### config.mk
export PLATFORM = sky130hd
export DESIGN_NAME = spi_mem_responder_flat
export DESIGN_NICKNAME = d
export VERILOG_FILES = /design/src/rtl/spi_mem_responder_if.sv /design/src/rtl/spi_mem_responder.sv /design/src/flat_wrapper.sv
export SDC_FILE = /design/constraint.sdc
export NUM_CORES = 1
export LEC_CHECK = 0
export ABC_CLOCK_PERIOD_IN_PS = 2400
export CAP_MARGIN = 10
export CORE_MARGIN = 1.5
export CORE_UTILIZATION = 40
export CTS_CLUSTER_DIAMETER = 30
export DETAILED_ROUTE_END_ITERATION = 7
export HOLD_SLACK_MARGIN = 0.06
export PLACE_DENSITY_LB_ADDON = 0.12
export SLEW_MARGIN = 10
export SYNTH_ARGS = -nofsm -noshare
export SYNTH_HDL_FRONTEND = slang
export SYNTH_SLANG_ARGS = --single-unit
### constraint.sdc
create_clock -name clk_i -period 2.4 [get_ports clk_i]
set_input_delay 0.24 -clock clk_i [delete_from_list [all_inputs] [get_ports clk_i]]
set_output_delay 0.24 -clock clk_i [all_outputs]
set_load 0.1 [all_outputs]
### src/rtl/spi_mem_responder_if.sv
// SPI pin and memory-bus bundle for spi_mem_responder.
// The responder uses the slave view; the host/memory side uses the master view.
interface spi_mem_responder_if;
  logic        spi_sclk;
  logic        spi_cs;
  logic        spi_sdi0;
  logic        spi_sdo0;
  logic [1:0]  spi_mode;
  logic        mem_req_o;
  logic        mem_we_o;
  logic [31:0] mem_addr_o;
  logic [31:0] mem_wdata_o;
  logic        mem_gnt_i;
  logic        mem_rvalid_i;
  logic [31:0] mem_rdata_i;

  modport slave (
    input  spi_sclk, spi_cs, spi_sdi0, mem_gnt_i, mem_rvalid_i, mem_rdata_i,
    output spi_sdo0, spi_mode, mem_req_o, mem_we_o, mem_addr_o, mem_wdata_o
  );

  modport master (
    output spi_sclk, spi_cs, spi_sdi0, mem_gnt_i, mem_rvalid_i, mem_rdata_i,
    input  spi_sdo0, spi_mode, mem_req_o, mem_we_o, mem_addr_o, mem_wdata_o
  );
endinterface

### src/rtl/spi_mem_responder.sv
// Mode-0 SPI slave turning write-mem / read-mem frames into single memory-bus accesses.
// Optional SPI_MEM_AUTOINC_EN: continued clocking streams further words at address+4.
module spi_mem_responder #(
  parameter int unsigned DUMMY_CYCLES = 32,
  parameter logic [7:0]  CMD_WR       = 8'h02,
  parameter logic [7:0]  CMD_RD       = 8'h0B
) (
  input  logic               clk_i,
  input  logic               rst_ni,
  spi_mem_responder_if.slave bus,
  output logic               rd_late_o
);
  localparam int unsigned CNT_MAX = (DUMMY_CYCLES > 32) ? DUMMY_CYCLES : 32;
  localparam int unsigned CW      = $clog2(CNT_MAX + 1);

  typedef enum logic [2:0] {IDLE, CMD, ADDR, WDATA, WR_BUS, DUMMY, RDATA, IGNORE} state_e;

  state_e        state_q, state_d;
  logic [2:0]    sclk_q, cs_q, sdi_q;
  logic [CW-1:0] cnt_q, cnt_d;
  logic [31:0]   shift_q, shift_d, frame_addr_q, frame_addr_d;
  logic [31:0]   addr_q, addr_d, wdata_q, wdata_d, tx_q, tx_d;
  logic          is_rd_q, is_rd_d, req_q, req_d, we_q, we_d, sdo_q, sdo_d;
  logic          rd_late_q, rd_late_d, rd_out_q, rd_out_d, rd_got_q, rd_got_d;
`ifdef SPI_MEM_AUTOINC_EN
  logic [31:0]   nxt_q, nxt_d;
  logic          nxt_got_q, nxt_got_d, nxt_pend_q, nxt_pend_d;
  logic          nxt_ok;
`endif

  // Index 1 is the synchronized level, index 2 the history flop.
  logic sclk_rise, sclk_fall, cs_s, cs_fall, sdi_s, got_now;
  logic [31:0] shift_nxt;
  assign sclk_rise = sclk_q[1] & ~sclk_q[2];
  assign sclk_fall = ~sclk_q[1] & sclk_q[2];
  assign cs_s      = cs_q[1];
  assign cs_fall   = ~cs_q[1] & cs_q[2];
  assign sdi_s     = sdi_q[2];
  assign shift_nxt = {shift_q[30:0], sdi_s};
  assign got_now   = rd_got_q | (rd_out_q & bus.mem_rvalid_i);
`ifdef SPI_MEM_AUTOINC_EN
  assign nxt_ok    = nxt_got_q | (nxt_pend_q & rd_out_q & bus.mem_rvalid_i);
`endif

  always_comb begin
    state_d = state_q;  cnt_d = cnt_q;  shift_d = shift_q;  frame_addr_d = frame_addr_q;
    addr_d = addr_q;  wdata_d = wdata_q;  tx_d = tx_q;  is_rd_d = is_rd_q;
    req_d = req_q;  we_d = we_q;  sdo_d = sdo_q;  rd_late_d = rd_late_q;
    rd_out_d = rd_out_q;  rd_got_d = rd_got_q;
`ifdef SPI_MEM_AUTOINC_EN
    nxt_d = nxt_q;  nxt_got_d = nxt_got_q;  nxt_pend_d = nxt_pend_q;
`endif
    // The bus handshake runs independently of the frame so an abort never drops it.
    if (req_q && bus.mem_gnt_i) req_d = 1'b0;
    if (rd_out_q && bus.mem_rvalid_i) begin
      rd_out_d = 1'b0;
      if (state_q == DUMMY) begin
        tx_d     = bus.mem_rdata_i;
        rd_got_d = 1'b1;
      end
`ifdef SPI_MEM_AUTOINC_EN
      else if (state_q == RDATA && nxt_pend_q) begin
        nxt_d     = bus.mem_rdata_i;
        nxt_got_d = 1'b1;
      end
`endif
    end

    if (cs_s) begin
      state_d  = IDLE;
      cnt_d    = '0;
      sdo_d    = 1'b0;
      rd_got_d = 1'b0;
`ifdef SPI_MEM_AUTOINC_EN
      nxt_pend_d = 1'b0;
      nxt_got_d  = 1'b0;
`endif
    end else begin
      unique case (state_q)
        IDLE: if (cs_fall) begin
          state_d = CMD;
          cnt_d   = '0;
        end
        CMD: if (sclk_rise) begin
          shift_d = shift_nxt;
          cnt_d   = cnt_q + CW'(1);
          if (cnt_q == CW'(7)) begin
            cnt_d   = '0;
            is_rd_d = (shift_nxt[7:0] == CMD_RD);
            state_d = (shift_nxt[7:0] == CMD_WR || shift_nxt[7:0] == CMD_RD) ? ADDR : IGNORE;
          end
        end
        ADDR: if (sclk_rise) begin
          shift_d = shift_nxt;
          cnt_d   = cnt_q + CW'(1);
          if (cnt_q == CW'(31)) begin
            cnt_d        = '0;
            frame_addr_d = shift_nxt;
            if (is_rd_q) begin
              state_d  = DUMMY;
              req_d    = 1'b1;
              we_d     = 1'b0;
              addr_d   = shift_nxt;
              rd_out_d = 1'b1;
              rd_got_d = 1'b0;
            end else begin
              state_d = WDATA;
            end
          end
        end
        WDATA: if (sclk_rise) begin
          shift_d = shift_nxt;
          cnt_d   = cnt_q + CW'(1);
          if (cnt_q == CW'(31)) begin
            cnt_d   = '0;
            req_d   = 1'b1;
            we_d    = 1'b1;
            addr_d  = frame_addr_q;
            wdata_d = shift_nxt;
`ifdef SPI_MEM_AUTOINC_EN
            frame_addr_d = frame_addr_q + 32'd4;
`else
            state_d = WR_BUS;
`endif
          end
        end
        WR_BUS: if (req_q && bus.mem_gnt_i) state_d = IGNORE;
        DUMMY: if (sclk_rise) begin
          cnt_d = cnt_q + CW'(1);
          if (cnt_q == CW'(DUMMY_CYCLES - 1)) begin
            cnt_d   = '0;
            state_d = RDATA;
            if (!got_now) begin
              tx_d      = '0;
              rd_late_d = 1'b1;
            end
          end
        end
        RDATA: begin
          // tx[31] goes out on each fall, starting with the fall that ends the last dummy bit.
          if (sclk_fall) begin
            sdo_d = tx_q[31];
            tx_d  = {tx_q[30:0], 1'b0};
          end
          if (sclk_rise) begin
            cnt_d = cnt_q + CW'(1);
`ifdef SPI_MEM_AUTOINC_EN
            if (cnt_q == '0 && !rd_out_q && !req_q) begin
              req_d        = 1'b1;
              we_d         = 1'b0;
              addr_d       = frame_addr_q + 32'd4;
              frame_addr_d = frame_addr_q + 32'd4;
              rd_out_d     = 1'b1;
              nxt_pend_d   = 1'b1;
              nxt_got_d    = 1'b0;
            end
            if (cnt_q == CW'(31)) begin
              cnt_d      = '0;
              tx_d       = nxt_ok ? (nxt_got_q ? nxt_q : bus.mem_rdata_i) : 32'd0;
              rd_late_d  = rd_late_q | ~nxt_ok;
              nxt_pend_d = 1'b0;
              nxt_got_d  = 1'b0;
            end
`else
            if (cnt_q == CW'(31)) begin
              cnt_d   = '0;
              state_d = IGNORE;
              sdo_d   = 1'b0;
            end
`endif
          end
        end
        IGNORE: sdo_d = 1'b0;
        default: state_d = IDLE;
      endcase
    end
  end

  always_ff @(posedge clk_i or negedge rst_ni) begin
    if (!rst_ni) begin
      sclk_q <= '0;  cs_q <= '1;  sdi_q <= '0;
      state_q <= IDLE;  cnt_q <= '0;  shift_q <= '0;  frame_addr_q <= '0;
      addr_q <= '0;  wdata_q <= '0;  tx_q <= '0;  is_rd_q <= 1'b0;
      req_q <= 1'b0;  we_q <= 1'b0;  sdo_q <= 1'b0;  rd_late_q <= 1'b0;
      rd_out_q <= 1'b0;  rd_got_q <= 1'b0;
`ifdef SPI_MEM_AUTOINC_EN
      nxt_q <= '0;  nxt_got_q <= 1'b0;  nxt_pend_q <= 1'b0;
`endif
    end else begin
      sclk_q <= {sclk_q[1:0], bus.spi_sclk};
      cs_q   <= {cs_q[1:0], bus.spi_cs};
      sdi_q  <= {sdi_q[1:0], bus.spi_sdi0};
      state_q <= state_d;  cnt_q <= cnt_d;  shift_q <= shift_d;  frame_addr_q <= frame_addr_d;
      addr_q <= addr_d;  wdata_q <= wdata_d;  tx_q <= tx_d;  is_rd_q <= is_rd_d;
      req_q <= req_d;  we_q <= we_d;  sdo_q <= sdo_d;  rd_late_q <= rd_late_d;
      rd_out_q <= rd_out_d;  rd_got_q <= rd_got_d;
`ifdef SPI_MEM_AUTOINC_EN
      nxt_q <= nxt_d;  nxt_got_q <= nxt_got_d;  nxt_pend_q <= nxt_pend_d;
`endif
    end
  end

  assign bus.spi_sdo0    = sdo_q;
  assign bus.spi_mode    = 2'b00;
  assign bus.mem_req_o   = req_q;
  assign bus.mem_we_o    = we_q;
  assign bus.mem_addr_o  = addr_q;
  assign bus.mem_wdata_o = wdata_q;
  assign rd_late_o       = rd_late_q;
endmodule

### src/flat_wrapper.sv
// flat-port wrapper written by rule: the top's interface ports become plain ports
module spi_mem_responder_flat 
#(
  parameter int unsigned DUMMY_CYCLES = 32,
  parameter logic [7:0]  CMD_WR       = 8'h02,
  parameter logic [7:0]  CMD_RD       = 8'h0B
)
  (clk_i, rst_ni, rd_late_o, bus_spi_sclk, bus_spi_cs, bus_spi_sdi0, bus_mem_gnt_i, bus_mem_rvalid_i, bus_mem_rdata_i, bus_spi_sdo0, bus_spi_mode, bus_mem_req_o, bus_mem_we_o, bus_mem_addr_o, bus_mem_wdata_o);
  spi_mem_responder_if bus_i ();
  input  logic clk_i;
  input  logic rst_ni;
  output logic rd_late_o;
  input wire logic [$bits(bus_i.spi_sclk)-1:0] bus_spi_sclk;
  input wire logic [$bits(bus_i.spi_cs)-1:0] bus_spi_cs;
  input wire logic [$bits(bus_i.spi_sdi0)-1:0] bus_spi_sdi0;
  input wire logic [$bits(bus_i.mem_gnt_i)-1:0] bus_mem_gnt_i;
  input wire logic [$bits(bus_i.mem_rvalid_i)-1:0] bus_mem_rvalid_i;
  input wire logic [$bits(bus_i.mem_rdata_i)-1:0] bus_mem_rdata_i;
  output wire logic [$bits(bus_i.spi_sdo0)-1:0] bus_spi_sdo0;
  output wire logic [$bits(bus_i.spi_mode)-1:0] bus_spi_mode;
  output wire logic [$bits(bus_i.mem_req_o)-1:0] bus_mem_req_o;
  output wire logic [$bits(bus_i.mem_we_o)-1:0] bus_mem_we_o;
  output wire logic [$bits(bus_i.mem_addr_o)-1:0] bus_mem_addr_o;
  output wire logic [$bits(bus_i.mem_wdata_o)-1:0] bus_mem_wdata_o;
  assign bus_i.spi_sclk = bus_spi_sclk;
  assign bus_i.spi_cs = bus_spi_cs;
  assign bus_i.spi_sdi0 = bus_spi_sdi0;
  assign bus_i.mem_gnt_i = bus_mem_gnt_i;
  assign bus_i.mem_rvalid_i = bus_mem_rvalid_i;
  assign bus_i.mem_rdata_i = bus_mem_rdata_i;
  assign bus_spi_sdo0 = bus_i.spi_sdo0;
  assign bus_spi_mode = bus_i.spi_mode;
  assign bus_mem_req_o = bus_i.mem_req_o;
  assign bus_mem_we_o = bus_i.mem_we_o;
  assign bus_mem_addr_o = bus_i.mem_addr_o;
  assign bus_mem_wdata_o = bus_i.mem_wdata_o;
  spi_mem_responder #(.DUMMY_CYCLES(DUMMY_CYCLES), .CMD_WR(CMD_WR), .CMD_RD(CMD_RD)) u_core (.clk_i(clk_i), .rst_ni(rst_ni), .bus(bus_i), .rd_late_o(rd_late_o));
endmodule
==> results of run 1 <==
==> kinds of logic (layout without fill, tap and decap cells) <==
family	count (synthesis)	in the layout	synth area share [%]
adders and majority gates	1	1	0.161
other	1	2	0.0482
buffers and inverters	47	164	2.78
and+or+nand+nor	128	128	7.48
xor gates and xnor gates	1	1	0.113
AOI/OAI and AO/OA	102	102	7.45
muxes	164	164	22.7
DFF	184	184	59.3
==> layer usage <==
layer	routed length (µm)	vias up	share of wire (%)	track usage, %
met5	0	-	0	0
met4	183	0	1.1	4.83
met3	601	16	3.7	4.04
met2	7810	85	48	26.8
met1	7620	2557	47	22.9
li1	-	2432	-	-
==> final timing paths <==
check | start | to | cells past startpoint
worst max-delay path | u_core.cnt_q[0]$_DFFE_PN0P_ | u_core.tx_q[22]$_DFF_PN0_ | 7
worst min-delay path | bus_spi_cs | u_core.cs_q[0]$_DFF_PN1_ | 1
worst max register to register | u_core.cnt_q[0]$_DFFE_PN0P_ | u_core.tx_q[22]$_DFF_PN0_ | 7
worst min register to register | u_core.sdi_q[1]$_DFF_PN0_ | u_core.sdi_q[2]$_DFF_PN0_ | 0
max in group asynchronous | rst_ni | u_core.shift_q[9]$_DFFE_PN0P_ | 3
min in group asynchronous | rst_ni | u_core.bus.mem_wdata_o[28]$_DFFE_PN0P_ | 2
==> sequential cells by signal, indices dropped and copies added (netlist names) <==
name,count
u_core.cs_q,3
u_core.rd_got_q,1
u_core.bus.mem_req_o,1
u_core.sclk_q,3
u_core.sdi_q,3
u_core.bus.mem_wdata_o,32
u_core.shift_q,31
u_core.rd_late_o,1
u_core.bus.mem_addr_o,32
u_core.frame_addr_q,32
u_core.bus.spi_sdo0,1
u_core.state_q,3
u_core.tx_q,32
u_core.is_rd_q,1
u_core.rd_out_q,1
u_core.bus.mem_we_o,1
u_core.cnt_q,6
==> power groups by stage <==
stage                     clock network (mW)  registers, mW  logic (mW)
after global placement                     0           3.70        1.04
final                                   2.79           3.66        1.06
after global routing                    2.99           3.71        1.19
after CTS                               2.86           3.66        1.07
after detailed placement                   0           3.72        1.07
after floorplan                            0           3.59       0.815
==> through the flow <==
| step | setup WS (ns) | hold slack (ns) | util [%] |
|---|---|---|---|
| 6_report | 0.259 | 0.231 | 51.0 |
| 3_3_place_gp | 0.334 | 0.337 | 47.9 |
| 2_1_floorplan | 0.329 | -0.0556 | - |
| 4_1_cts | 0.245 | 0.226 | 51.0 |
| 5_1_grt | 0.0397 | 0.228 | 51.0 |
| 3_5_place_dp | 0.260 | 0.335 | 47.9 |
==> cell type report <==
class | instances | area, µm²
clock buffer | 17 | 425
fill | 1720 | 9250
multi-input combinational | 398 | 2980
inverter | 10 | 37.5
clock inverter | 14 | 159
tap | 260 | 325
timing repair buffer | 123 | 1100
sequential | 184 | 4610
==> repair_timing <==
action,CTS,global route
setup endpoints to repair,0,0
hold buffers,1,0
hold endpoints to repair,79,0
buffers inserted,0,0
==> placed cells by master, fill, tap and decap left out, types with 6 or more instances in the layout <==
master           Yosys  routed
a21oi_1             38      37
buf_12               0       6
buf_4                2      78
clkbuf_16            0      17
clkdlybuf4s50_1      0      37
dfrtp_1            181     181
inv_1               10      10
mux2_1              33      33
mux2_2              65      65
mux2i_1             66      66
nand2_1             46      45
nand3_1             11       9
nor2_1              43      42
o21ai_0             41      41
==> metrics.yaml, run 1 <==
run_status:
  status: "finished clean"
worst_setup_path:
  crit_type: "reg2reg"
  crit_slowest_cell: "nor4_4"
  cp.required_ns: 2.69
  crit_family: "simple AND/OR/NAND/NOR gates"
  slowest_delay_ns: 0.40
  start_kind: "register"
  arrival_ns: 2.43
  crit_chain: "ha_1 > nand3_2 > nor4_4 > nand3_1 > a21oi_2 > buf_4 > o21ai_0"
  cp.buffers_inverters: 1
  reg2reg_setup_slack_ns: 0.26
  cp_max_fo: 32
  end_kind: "register"
clock_network:
  cts_resized: 0
  cts_root_buffer: "clkbuf_16"
  clkSinkCount: 184
  clk_latency_ns: 0.43
  htreeDepth: 4
  cts_tree: "done"
  cts_inserted_buffers: 17
  path_clk_slew_ns: 0.07
  clockBufferDepth: 2
global_routing:
  grt_pass1_wl_um: 26700
  grt_overflow_total: 0
  grt_use_total_pct: 16.8
  grt_max_degree: 87
  grt_antenna_before_repair: 0
  grt_pass1_vias: 5092
routing:
  wl_per_cell_um: 16.1
  vias: 5090
  drtIter0Drc: 224
  drt-pass1-iter-count: 4
  ant_nets: 0
  drc_errors: 0
  avgViaCountPerCell: 5.06
  routed_wl_um: 16200
synthesis:
  postSynthAreaPerCell_um2: 12.4
  synthArstFlopShare_pct: 100
  synth.top_cell.area_share_pct: 58.3
  synth_commonest_cells: "181 x dfrtp_1, 66 x mux2i_1, 65 x mux2_2"
  synth.yosys.seq_area_share_pct: 59.3
  synth_edf_count: 0
  synth.distinct_cells: 43
  yosys_most_used_dff: "dfrtp_1"
  synthMostInstantiatedCell: "dfrtp_1"
  yosysTopAreaCell: "dfrtp_1"
  yosysWarnings: 0
  syn_inst: 628
  synthTopCellsByArea: "dfrtp_1 58%, mux2_2 9.4%, mux2i_1 8.5%"
  synth_seq_cells: 184
  syn_area_mm2: 0.00777
place:
  gp_congestion: 0.844
  place_inst: 974
  hpwl_um: 10500
  place_area_mm2: 0.00904
  port_buffers: 106
timing:
  fin_skew_ns: 0.00991
  setup_viol: 0
  period_share_pct: 89.2
  worstMarginPinSlew_ns: 0.746
  clock.fmax_mhz: 467
  tns_ns: 0
  final_hold_viol_count: 0
  rsz0062_at_grt: "false"
  period_minus_slack_ns: 2.14
  max_slew_margin_pct: 50.2
  final_max_slew_viol_count: 0
floorplan:
  die_h_um: 142
  start_util_pct: 41.2
  dieWidth_um: 142
  rows: 50
  die_area_mm2: 0.0203
  core_mm2: 0.0189
  pin_count: 109
final_layout:
  drive_gt1_share_pct: 26.1
  synthToLayoutAreaGrowth_pct: 24.0
  num_antenna_cells: 0
  stdcell_area_mm2: 0.00964
  nNetsFinal: 774
  stdcell_count: 1006
hold_path:
  hold_class: "in2reg"
flow_run:
  drv_cap: 0
power_and_ir_drop:
  power_frac_clock_pct: 37.2
  p_int_mw: 5.36
  combPwrFrac_pct: 14.1
  total_power_mw: 7.51
  p_sw_mw: 2.15
  ir_worst_vdd_mv: 0.535
  power_density_mw_per_mm2: 779
  p_leak_nw: 4.91
  p_sw_share_pct: 28.7
  power_frac_seq_pct: 48.7
(Power assumes the default switching activity.)
==> inputs of run 2 (changes only) <==
--- a/config.mk
+++ b/config.mk
@@ -12,7 +12,8 @@
 export CTS_CLUSTER_DIAMETER = 30
 export DETAILED_ROUTE_END_ITERATION = 7
 export HOLD_SLACK_MARGIN = 0.06
-export PLACE_DENSITY_LB_ADDON = 0.12
+export PLACE_DENSITY = 0.65
+export SKIP_LAST_GASP = 1
 export SLEW_MARGIN = 10
 export SYNTH_ARGS = -nofsm -noshare
 export SYNTH_HDL_FRONTEND = slang
==> metrics.yaml, run 2 (same netlist as run 1, synthesis figures left out) <==
clock_network:
  htreeDepth: 4
  cts_resized: 0
  clockBufferDepth: 2
  clk_latency_ns: 0.43
  path_clk_slew_ns: 0.06
  cts_tree: "done"
  cts_inserted_buffers: 17
  post_cts_buffers: 0
  cts_root_buffer: "clkbuf_16"
  clkSinkCount: 184
timing:
  setup_viol: 0
  clock.fmax_mhz: 482
  finalWorstSetupSlack_ns: 0.326
  tns_ns: 0
  final_hold_viol_count: 0
  rsz0062_at_grt: "false"
  fin_skew_ns: 0.00993
  period_minus_slack_ns: 2.07
  worstMarginPinSlew_ns: 0.638
  final_max_slew_viol_count: 0
  max_slew_margin_pct: 57.1
  holdWs_ns: 0.216
  period_share_pct: 86.4
place:
  hpwl_um: 10500
  pre_cts_ws_ns: 0.319
  port_buffers: 106
  gp_congestion: 0.815
worst_setup_path:
  arrival_ns: 2.38
  reg2reg_to: "u_core.frame_addr_q[15]$_DFFE_PN0P_"
  cp.required_ns: 2.70
  reg2reg_setup_slack_ns: 0.33
  start_kind: "register"
  crit_type: "reg2reg"
  cp_max_fo: 33
  reg2regPathDepth: 6
  crit-reg2reg-launch: "u_core.cnt_q[0]$_DFFE_PN0P_"
  end_kind: "register"
floorplan:
  die_h_um: 142
  dieWidth_um: 142
  start_util_pct: 41.2
  core_mm2: 0.0189
  die_area_mm2: 0.0203
  rows: 50
  pin_count: 109
final_layout:
  nNetsFinal: 775
  regArea_mm2: 0.00461
  num_antenna_cells: 0
  synthToLayoutAreaGrowth_pct: 24.2
  multi_input_area_mm2: 0.00298
  layout.cells.most_common: "dfrtp_1"
  num-fill-cells: 1694
  layout_common_cells: "181 x dfrtp_1, 79 x buf_4, 66 x mux2i_1, 65 x mux2_2, 46 x nand2_1"
  drive_gt1_share_pct: 25.8
power_and_ir_drop:
  total_power_mw: 7.58
  power_frac_seq_pct: 48.3
  p_sw_mw: 2.02
  power_frac_clock_pct: 37.3
  power_density_mw_per_mm2: 785
  p_sw_share_pct: 26.7
  p_leak_nw: 4.93
  combPwrFrac_pct: 14.4
  p_int_mw: 5.55
  ir_worst_vdd_mv: 0.493
global_routing:
  grt_max_degree: 67
  grt_use_total_pct: 16.6
  grt_pass1_vias: 5195
  grt_pass1_wl_um: 26400
  grt_overflow_total: 0
  grt_antenna_before_repair: 0
hold_path:
  hold_class: "in2reg"
  holdPathStages: 1
  min_to: "u_core.cs_q[0]$_DFF_PN1_"
  min-delay-start: "bus_spi_cs"
routing:
  met3_length_um: 656
  ant_nets: 0
  drt-pass1-iter-count: 4
  wl_met2_um: 7470
  avgViaCountPerCell: 5.09
  met1_length_um: 7620
  routed_wl_um: 16000
  highest_layer: "met4"
  drc_errors: 0
  wl_per_cell_um: 15.9
  drtIter0Drc: 255
  vias: 5133
flow_run:
  drv_cap: 0
run_status:
  status: "finished clean"
-- run 2: cell count changes in the layout (fill, tap and decap cells not counted) --
cell / before / now
clkinv_8: 1 / 0
a21oi_2: 1 / 0
inv_8: 4 / 0
inv_6: 5 / 3
clkbuf_8: 1 / 4
clkinvlp_4: 2 / 1
a21oi_1: 37 / 38
clkbuf_1: 0 / 2
clkinv_2: 0 / 2
buf_6: 0 / 1
nand2_1: 45 / 46
nand2_2: 1 / 0
bufinv_16: 1 / 2
buf_4: 78 / 79
-- run 2: worst max path at each step --
stage | startpoint | end | cells past startpoint
finish | u_core.cnt_q[0]$_DFFE_PN0P_ | u_core.frame_addr_q[15]$_DFFE_PN0P_ | 6
detailed placement | u_core.cnt_q[0]$_DFFE_PN0P_ | u_core.frame_addr_q[7]$_DFFE_PN0P_ | 6
global placement | u_core.cnt_q[0]$_DFFE_PN0P_ | u_core.frame_addr_q[15]$_DFFE_PN0P_ | 6
global route | u_core.cnt_q[0]$_DFFE_PN0P_ | u_core.state_q[0]$_DFFE_PN0P_ | 6
CTS | u_core.cnt_q[0]$_DFFE_PN0P_ | u_core.frame_addr_q[15]$_DFFE_PN0P_ | 6
floorplan | u_core.bus.mem_req_o$_DFF_PN0_ | u_core.state_q[0]$_DFFE_PN0P_ | 5
-- run 2: area by class of cell --
| type | count | area share (%) |
|---|---|---|
| flip-flops and latches | 184 | 47.7 |
| repair buffers | 124 | 11.4 |
| clock buffers | 23 | 5.05 |
| inverters | 10 | 0.389 |
| multi-input cells | 398 | 30.8 |
| well taps | 260 | 3.37 |
| clock inverters | 9 | 1.17 |
-- run 2: through the flow --
stage          util [%]  cells  cell area [µm²]
6_report           51.1   1008             9650
3_5_place_dp       47.9    975             9040
4_1_cts            51.1   1008             9650
5_1_grt            51.1   1008             9650
3_3_place_gp       47.9    975             9040
2_1_floorplan         -    629             7780
-- run 2: per-layer routing --
metal | vias up | track usage, %
li1 | 2425 | -
met1 | 2570 | 22.0
met2 | 113 | 26.4
met3 | 25 | 4.07
met4 | 0 | 6.46
met5 | - | 0
-- run 2: power groups by stage --
stage          combinational, mW  sequential (mW)  clock [mW]
2_1_floorplan              0.815             3.59           0
4_1_cts                     1.10             3.66        2.90
3_3_place_gp                1.05             3.70           0
5_1_grt                     1.22             3.71        3.05
6_report                    1.09             3.66        2.83
3_5_place_dp                1.10             3.72           0
-- run 2: timing repair --
item                                    in CTS  in global routing
hold buffers                                 1                  0
endpoints found under the hold margin       54                  0
endpoints found under the setup margin       0                  0
-- run 2: critical path, stage by stage, from the launching register on --
cell and delay (ns):
dfrtp_1 0.38, ha_1 0.26, nand3_2 0.17, nor4_4 0.37, nand3_2 0.09, buf_4 0.29
mux2_1 0.37
